### src/rtl/riscv_mem_pkg.sv
// Shared definitions for the RV32I memory-access stage.
// Provides the datapath width, the funct3 load/store size codes and the
// memory-stage FSM state type.
package riscv_mem_pkg;

   localparam int XLEN        = 32;
   localparam int MIN_ACC_CYC = 2;

   localparam logic [2:0] F3_B  = 3'd0;
   localparam logic [2:0] F3_H  = 3'd1;
   localparam logic [2:0] F3_W  = 3'd2;
   localparam logic [2:0] F3_BU = 3'd4;
   localparam logic [2:0] F3_HU = 3'd5;

   typedef enum logic [1:0] {
      ST_IDLE  = 2'd0,
      ST_ISSUE = 2'd1,
      ST_WAIT  = 2'd2
   } mem_state_e;

endpackage

### src/rtl/lsu_align.sv
// Combinational byte-lane formatting for loads and stores.
// Ports:
//   d_mem_r, d_mem_w  load / store strobes of the current instruction
//   fun_3             size / signedness
//   addr_lo           low two bits of the effective address
//   data_2            store data (rs2)
//   rdata             raw read word from memory
//   wdata, byte_en    lane-replicated store data and byte enables
//   load_data         extracted and extended load value
//   fault             memory op with an illegal funct3, both strobes, or misaligned
module lsu_align
   import riscv_mem_pkg::*;
(
   input  logic            d_mem_r,
   input  logic            d_mem_w,
   input  logic [2:0]      fun_3,
   input  logic [1:0]      addr_lo,
   input  logic [XLEN-1:0] data_2,
   input  logic [XLEN-1:0] rdata,
   output logic [XLEN-1:0] wdata,
   output logic [3:0]      byte_en,
   output logic [XLEN-1:0] load_data,
   output logic            fault
);

   logic [XLEN-1:0] byte_word;
   logic [XLEN-1:0] half_word;
   logic            illegal;
   logic            misaligned;

   always_comb begin
      byte_word = rdata >> {addr_lo, 3'b000};
      half_word = rdata >> {addr_lo[1], 4'b0000};

      load_data = '0;
      case (fun_3)
         F3_B:    load_data = {{24{byte_word[7]}}, byte_word[7:0]};
         F3_BU:   load_data = {24'd0, byte_word[7:0]};
         F3_H:    load_data = {{16{half_word[15]}}, half_word[15:0]};
         F3_HU:   load_data = {16'd0, half_word[15:0]};
         F3_W:    load_data = rdata;
         default: load_data = '0;
      endcase

      wdata   = data_2;
      byte_en = 4'b0000;
      case (fun_3)
         F3_B: begin
            wdata   = {4{data_2[7:0]}};
            byte_en = 4'b0001 << addr_lo;
         end
         F3_H: begin
            wdata   = {2{data_2[15:0]}};
            byte_en = addr_lo[1] ? 4'b1100 : 4'b0011;
         end
         F3_W: begin
            wdata   = data_2;
            byte_en = 4'b1111;
         end
         default: begin
            wdata   = data_2;
            byte_en = 4'b0000;
         end
      endcase

      // Both strobes at once has no defined meaning, so it faults too.
      illegal = 1'b0;
      if (d_mem_r && d_mem_w)
         illegal = 1'b1;
      else if (d_mem_r)
         illegal = (fun_3 == 3'd3) || (fun_3 == 3'd6) || (fun_3 == 3'd7);
      else if (d_mem_w)
         illegal = (fun_3 >= 3'd3);

      // fun_3[1:0] encodes size for all legal codes (00 byte, 01 half, 10 word).
      misaligned = 1'b0;
      case (fun_3[1:0])
         2'b01:   misaligned = addr_lo[0];
         2'b10:   misaligned = (addr_lo != 2'b00);
         default: misaligned = 1'b0;
      endcase

      fault = (d_mem_r || d_mem_w) && (illegal || misaligned);
   end

endmodule

### src/rtl/mem_stage.sv
// RV32I memory-access stage between the EX/MEM and MEM/WB pipeline registers.
// Inputs:  EX/MEM fields (mux_d_mem, write_reg_en, write_address, d_mem_r,
//          d_mem_w, fun_3, data_2, alu_result), memory response (dmem_rdata,
//          dmem_busy), clk, synchronous active-high reset.
// Outputs: data-memory request (dmem_addr, dmem_wdata, dmem_byte_en,
//          dmem_read, dmem_write), pipeline stall, misalign_fault pulse and
//          the MEM/WB register (wb_mux_sel, wb_reg_en, wb_address,
//          wb_mem_data, wb_alu_result).
//
// state    | meaning
// ---------+--------------------------------------------------------------
// ST_IDLE  | no access in flight; non-memory and faulting ops pass through
// ST_ISSUE | first request cycle, pipeline frozen
// ST_WAIT  | request held until dmem_busy drops, then result is captured
module mem_stage
   import riscv_mem_pkg::*;
(
   input  logic            clk,
   input  logic            reset,
   input  logic            mux_d_mem,
   input  logic            write_reg_en,
   input  logic [4:0]      write_address,
   input  logic            d_mem_r,
   input  logic            d_mem_w,
   input  logic [2:0]      fun_3,
   input  logic [XLEN-1:0] data_2,
   input  logic [XLEN-1:0] alu_result,
   output logic [XLEN-1:0] dmem_addr,
   output logic [XLEN-1:0] dmem_wdata,
   output logic [3:0]      dmem_byte_en,
   output logic            dmem_read,
   output logic            dmem_write,
   input  logic [XLEN-1:0] dmem_rdata,
   input  logic            dmem_busy,
   output logic            stall,
   output logic            misalign_fault,
   output logic            wb_mux_sel,
   output logic            wb_reg_en,
   output logic [4:0]      wb_address,
   output logic [XLEN-1:0] wb_mem_data,
   output logic [XLEN-1:0] wb_alu_result
);

   mem_state_e      state_q, state_d;
   logic            fault_q, fault_d;
   logic            mux_sel_q, mux_sel_d;
   logic            reg_en_q, reg_en_d;
   logic [4:0]      address_q, address_d;
   logic [XLEN-1:0] mem_data_q, mem_data_d;
   logic [XLEN-1:0] alu_q, alu_d;

   logic [XLEN-1:0] fmt_wdata;
   logic [3:0]      fmt_byte_en;
   logic [XLEN-1:0] load_data;
   logic            op_fault;
   logic            access;
   logic            req;
   logic            stall_raw;

   lsu_align u_align (
      .d_mem_r   (d_mem_r),
      .d_mem_w   (d_mem_w),
      .fun_3     (fun_3),
      .addr_lo   (alu_result[1:0]),
      .data_2    (data_2),
      .rdata     (dmem_rdata),
      .wdata     (fmt_wdata),
      .byte_en   (fmt_byte_en),
      .load_data (load_data),
      .fault     (op_fault)
   );

   assign access = (d_mem_r || d_mem_w) && !op_fault;

   always_comb begin
      state_d    = state_q;
      stall_raw  = 1'b0;
      req        = 1'b0;
      fault_d    = 1'b0;
      mux_sel_d  = mux_sel_q;
      reg_en_d   = 1'b0;     // bubble unless an instruction retires this cycle
      address_d  = address_q;
      mem_data_d = mem_data_q;
      alu_d      = alu_q;

      case (state_q)
         ST_IDLE: begin
            if (access) begin
               stall_raw = 1'b1;
               state_d   = ST_ISSUE;
            end else begin
               fault_d    = op_fault;
               mux_sel_d  = mux_d_mem;
               reg_en_d   = write_reg_en && !op_fault;
               address_d  = write_address;
               mem_data_d = '0;
               alu_d      = alu_result;
            end
         end
         ST_ISSUE: begin
            req       = 1'b1;
            stall_raw = 1'b1;
            state_d   = ST_WAIT;
         end
         ST_WAIT: begin
            req = 1'b1;
            if (dmem_busy) begin
               stall_raw = 1'b1;
            end else begin
               mux_sel_d  = mux_d_mem;
               reg_en_d   = write_reg_en;
               address_d  = write_address;
               mem_data_d = d_mem_r ? load_data : '0;
               alu_d      = alu_result;
               state_d    = ST_IDLE;
            end
         end
         default: state_d = ST_IDLE;
      endcase
   end

   always_ff @(posedge clk) begin
      if (reset) begin
         state_q    <= ST_IDLE;
         fault_q    <= 1'b0;
         mux_sel_q  <= 1'b0;
         reg_en_q   <= 1'b0;
         address_q  <= '0;
         mem_data_q <= '0;
         alu_q      <= '0;
      end else begin
         state_q    <= state_d;
         fault_q    <= fault_d;
         mux_sel_q  <= mux_sel_d;
         reg_en_q   <= reg_en_d;
         address_q  <= address_d;
         mem_data_q <= mem_data_d;
         alu_q      <= alu_d;
      end
   end

   // Requests follow the registered state so they drop on the reset edge;
   // stall is additionally masked so a held pipeline is released under reset.
   assign stall        = stall_raw && !reset;
   assign dmem_read    = req && d_mem_r;
   assign dmem_write   = req && d_mem_w;
   assign dmem_addr    = req ? {alu_result[XLEN-1:2], 2'b00} : '0;
   assign dmem_wdata   = dmem_write ? fmt_wdata : '0;
   assign dmem_byte_en = dmem_write ? fmt_byte_en : 4'b0000;

   assign misalign_fault = fault_q;
   assign wb_mux_sel     = mux_sel_q;
   assign wb_reg_en      = reg_en_q;
   assign wb_address     = address_q;
   assign wb_mem_data    = mem_data_q;
   assign wb_alu_result  = alu_q;

endmodule

### config.mk
export PLATFORM = sky130hd
export DESIGN_NAME = mem_stage
export DESIGN_NICKNAME = d
export VERILOG_FILES = /design/src/rtl/riscv_mem_pkg.sv /design/src/rtl/lsu_align.sv /design/src/rtl/mem_stage.sv
export SDC_FILE = /design/constraint.sdc
export NUM_CORES = 1
export LEC_CHECK = 0
export ABC_AREA = 1
export CAP_MARGIN = 20
export CORE_MARGIN = 4
export CORE_UTILIZATION = 40
export DETAILED_ROUTE_END_ITERATION = 8
export PLACE_DENSITY = 0.89
export SLEW_MARGIN = 20
export SYNTH_ARGS = -nofsm -noshare
export SYNTH_HDL_FRONTEND = slang
export SYNTH_SLANG_ARGS = --single-unit
### constraint.sdc
create_clock -name clk -period 4.3 [get_ports clk]
set_input_delay 0.86 -clock clk [delete_from_list [all_inputs] [get_ports clk]]
set_output_delay 0.86 -clock clk [all_outputs]
set_load 0.05 [all_outputs]
==> results.yml <==
sta:
  tightest_slew_ns: 0.9499
  hold_viol_final: 0
  slew_violations: 0
  setup_violations: 0
  layout_min_cycle_time_ns: 3.933
  fin_setup_tns_ns: 0
  min_period_over_period_pct: 91.47
  fmax_mhz: 254.3
  finClkSkew_ns: 0.005544
  slew_headroom_pct: 36.58
  rsz0062_at_grt: "no"
setup_path:
  worst_setup_path_end_kind: "output port"
  crit_start: "fun_3[0]"
  worstPathRequired_ns: 3.44
  reg2reg_from: "state_q[0]"
  cp.arrival_ns: 3.07
  setup.worst_path.class: "in2out"
  cp_max_fo: 21
  startpoint_type: "input pin"
final_layout:
  multiInputGateArea_um2: 2494
  fin_nets: 1124
  n_antenna_cell: 0
  syn2layout_area_growth_pct: 61.51
  layout-drive-gt1-share_pct: 7.235
  seq_area_um2: 1481
  nFillCells: 1034
floorplan:
  start_util_pct: 40.91
  dieArea_um2: 13470
  die_w_um: 116.1
  die_h_um: 116.1
  pin_count: 254
  rows: 39
  core_um2: 11420
worst_hold_path:
  min_from: "wb_address[0]"
  hp-class: "reg2reg"
logic_synthesis:
  yosys_warnings: 0
  yosys.area.top_type_share_pct: 31.72
  avgSynthCellArea_um2: 5.996
  ys_seq_area_share_pct: 31.72
  synth.most_common_cell: "nand2_1"
  netlist_top_cells_count: "206 x nand2_1, 159 x nor2_1, 101 x inv_1"
  synth_area_leaders: "dfxtp_1 32%, nand2_1 17%, nor2_1 13%"
  synth_seq_cells: 74
  synth.distinct_cells: 27
  yosysTopAreaCell: "dfxtp_1"
  synth_ff_type: "dfxtp_1"
  synth_edf_count: 0
  async_flop_share_pct: 0
  syn_inst: 779
  netlist_area_um2: 4671
cts:
  clock-root-buffer: "clkbuf_16"
  insertion_delay_ns: 0.32
  cts_buffer_depth: 2
  cts_hold_buf: 0
  cts_buffers: 9
  clkSinkCount: 74
  cts.clk_slew.worst_paths_ns: 0.06
  cts_tree: "yes"
  cts-htree-levels: 3
  cts_resized: 0
  postCtsSetupBuffers: 0
drt:
  wl_mm: 16.60
  firstDrtPassIters: 5
  drt_iter0_drc: 495
  vias: 5543
  wl_per_cell_um: 14.41
  post_drt_via_cell_ratio: 4.812
  drc: 0
  final_antenna_net_count: 0
global_route:
  grt_use_total_pct: 23.69
  grt_start_max_net_pins: 83
  grt_pass1_vias: 5132
  antenna_found_initial: 0
  overflow: 0
  grt_pass1_wl_mm: 25.47
placement:
  portBuffers: 251
  gp_congestion: 0.9177
  place_hpwl_mm: 12.74
run_status:
  status: "completed"
flow_run:
  cap_violations: 0
power_and_ir_drop:
  max-vdd-ir-drop_mv: 0.8085
  leakage_nw: 3.667
  total_power_w: 0.006988
  p_per_area_nw_per_um2: 926.3
-- registers in the layout (all words and copies together) (netlist names) --
name,count
wb_mem_data,32
wb_address,5
state_q,2
wb_mux_sel,1
misalign_fault,1
wb_alu_result,32
wb_reg_en,1
-- cell usage in the layout (no fill, tap or decap), types with 3 or more instances in the layout --
| master | Yosys | routed |
|---|---|---|
| clkdlybuf4s50_1 | 0 | 221 |
| nand2_1 | 206 | 206 |
| nor2_1 | 159 | 159 |
| inv_1 | 101 | 101 |
| dfxtp_1 | 74 | 74 |
| a21oi_1 | 42 | 42 |
| o21ai_0 | 39 | 39 |
| nand3_1 | 34 | 34 |
| buf_4 | 5 | 23 |
| a22oi_1 | 18 | 18 |
| o21ai_1 | 16 | 16 |
| buf_12 | 0 | 16 |
| o22ai_1 | 9 | 9 |
| ha_1 | 9 | 9 |
| clkbuf_16 | 0 | 9 |
| inv_2 | 5 | 5 |
| nand2_2 | 4 | 4 |
| nor2_2 | 3 | 3 |
| a211oi_1 | 3 | 3 |
-- cell type report --
cell class | instances | share of cell area [%]
clock inverter | 5 | 0.5142
timing repair buffer | 260 | 35.86
clock buffer | 11 | 3.218
sequential | 74 | 19.64
tap | 143 | 2.372
multi-input combinational | 552 | 33.06
inverter | 107 | 5.341
-- metrics by stage --
step	hold WS, ns	setup WS, ns	std cells	utilization (%)	cell area (um^2)
floorplan	0.4879	0.4928	780	-	4674
global placement	0.4602	0.4224	1136	63.59	7261
detailed placement	0.4710	0.3865	1136	63.59	7261
CTS	0.4838	0.3756	1152	66.05	7542
global route	0.5036	0.1472	1152	66.06	7543
finish	0.4772	0.3669	1152	66.06	7543
-- cell families (layout without fill, tap and decap cells) --
kind of cell	after synthesis	after routing	synth area share (%)
adders and majority gates	9	9	2.411
other	1	2	0.08029
and+or+nand+nor	412	412	35.57
DFF	74	74	31.72
AOI/OAI and AO/OA	129	129	15.24
buffers and inverters	154	383	14.97
-- critical path, stage by stage --
cell	delay [ns]
clkdlybuf4s50_1	0.48
inv_1	0.11
ha_1	0.43
nand2_1	0.16
nand2_2	0.15
buf_4	0.24
o21ai_0	0.11
a21oi_1	0.33
buf_12	0.19
-- routing by layer --
| metal | vias up | share of wire [%] | track usage (%) |
|---|---|---|---|
| met2 | 197 | 49 | 39.39 |
| met1 | 2473 | 43 | 31.13 |
| li1 | 2853 | - | - |
| met5 | - | 0 | 0 |
| met4 | 0 | 2.0 | 6.342 |
| met3 | 20 | 6.8 | 5.170 |
-- where the power goes --
group	leakage [nW]	switching, W	internal (W)	total [W]
sequential	0.613	0.000176	0.00104	0.00122
clock	0.136	0.000286	0.000410	0.000695
combinational	2.92	0.00349	0.00158	0.00508
total	3.67	0.00395	0.00303	0.00699
-- final timing paths --
path | to | slack, ns | cells after the start
max | dmem_wdata[23] | 0.37 | 9
min | wb_address[0] | 0.48 | 2
max reg2reg | wb_mem_data[3] | 2.07 | 10
min reg2reg | wb_address[0] | 0.48 | 2
Note: power is estimated with default switching activity, not from simulation.
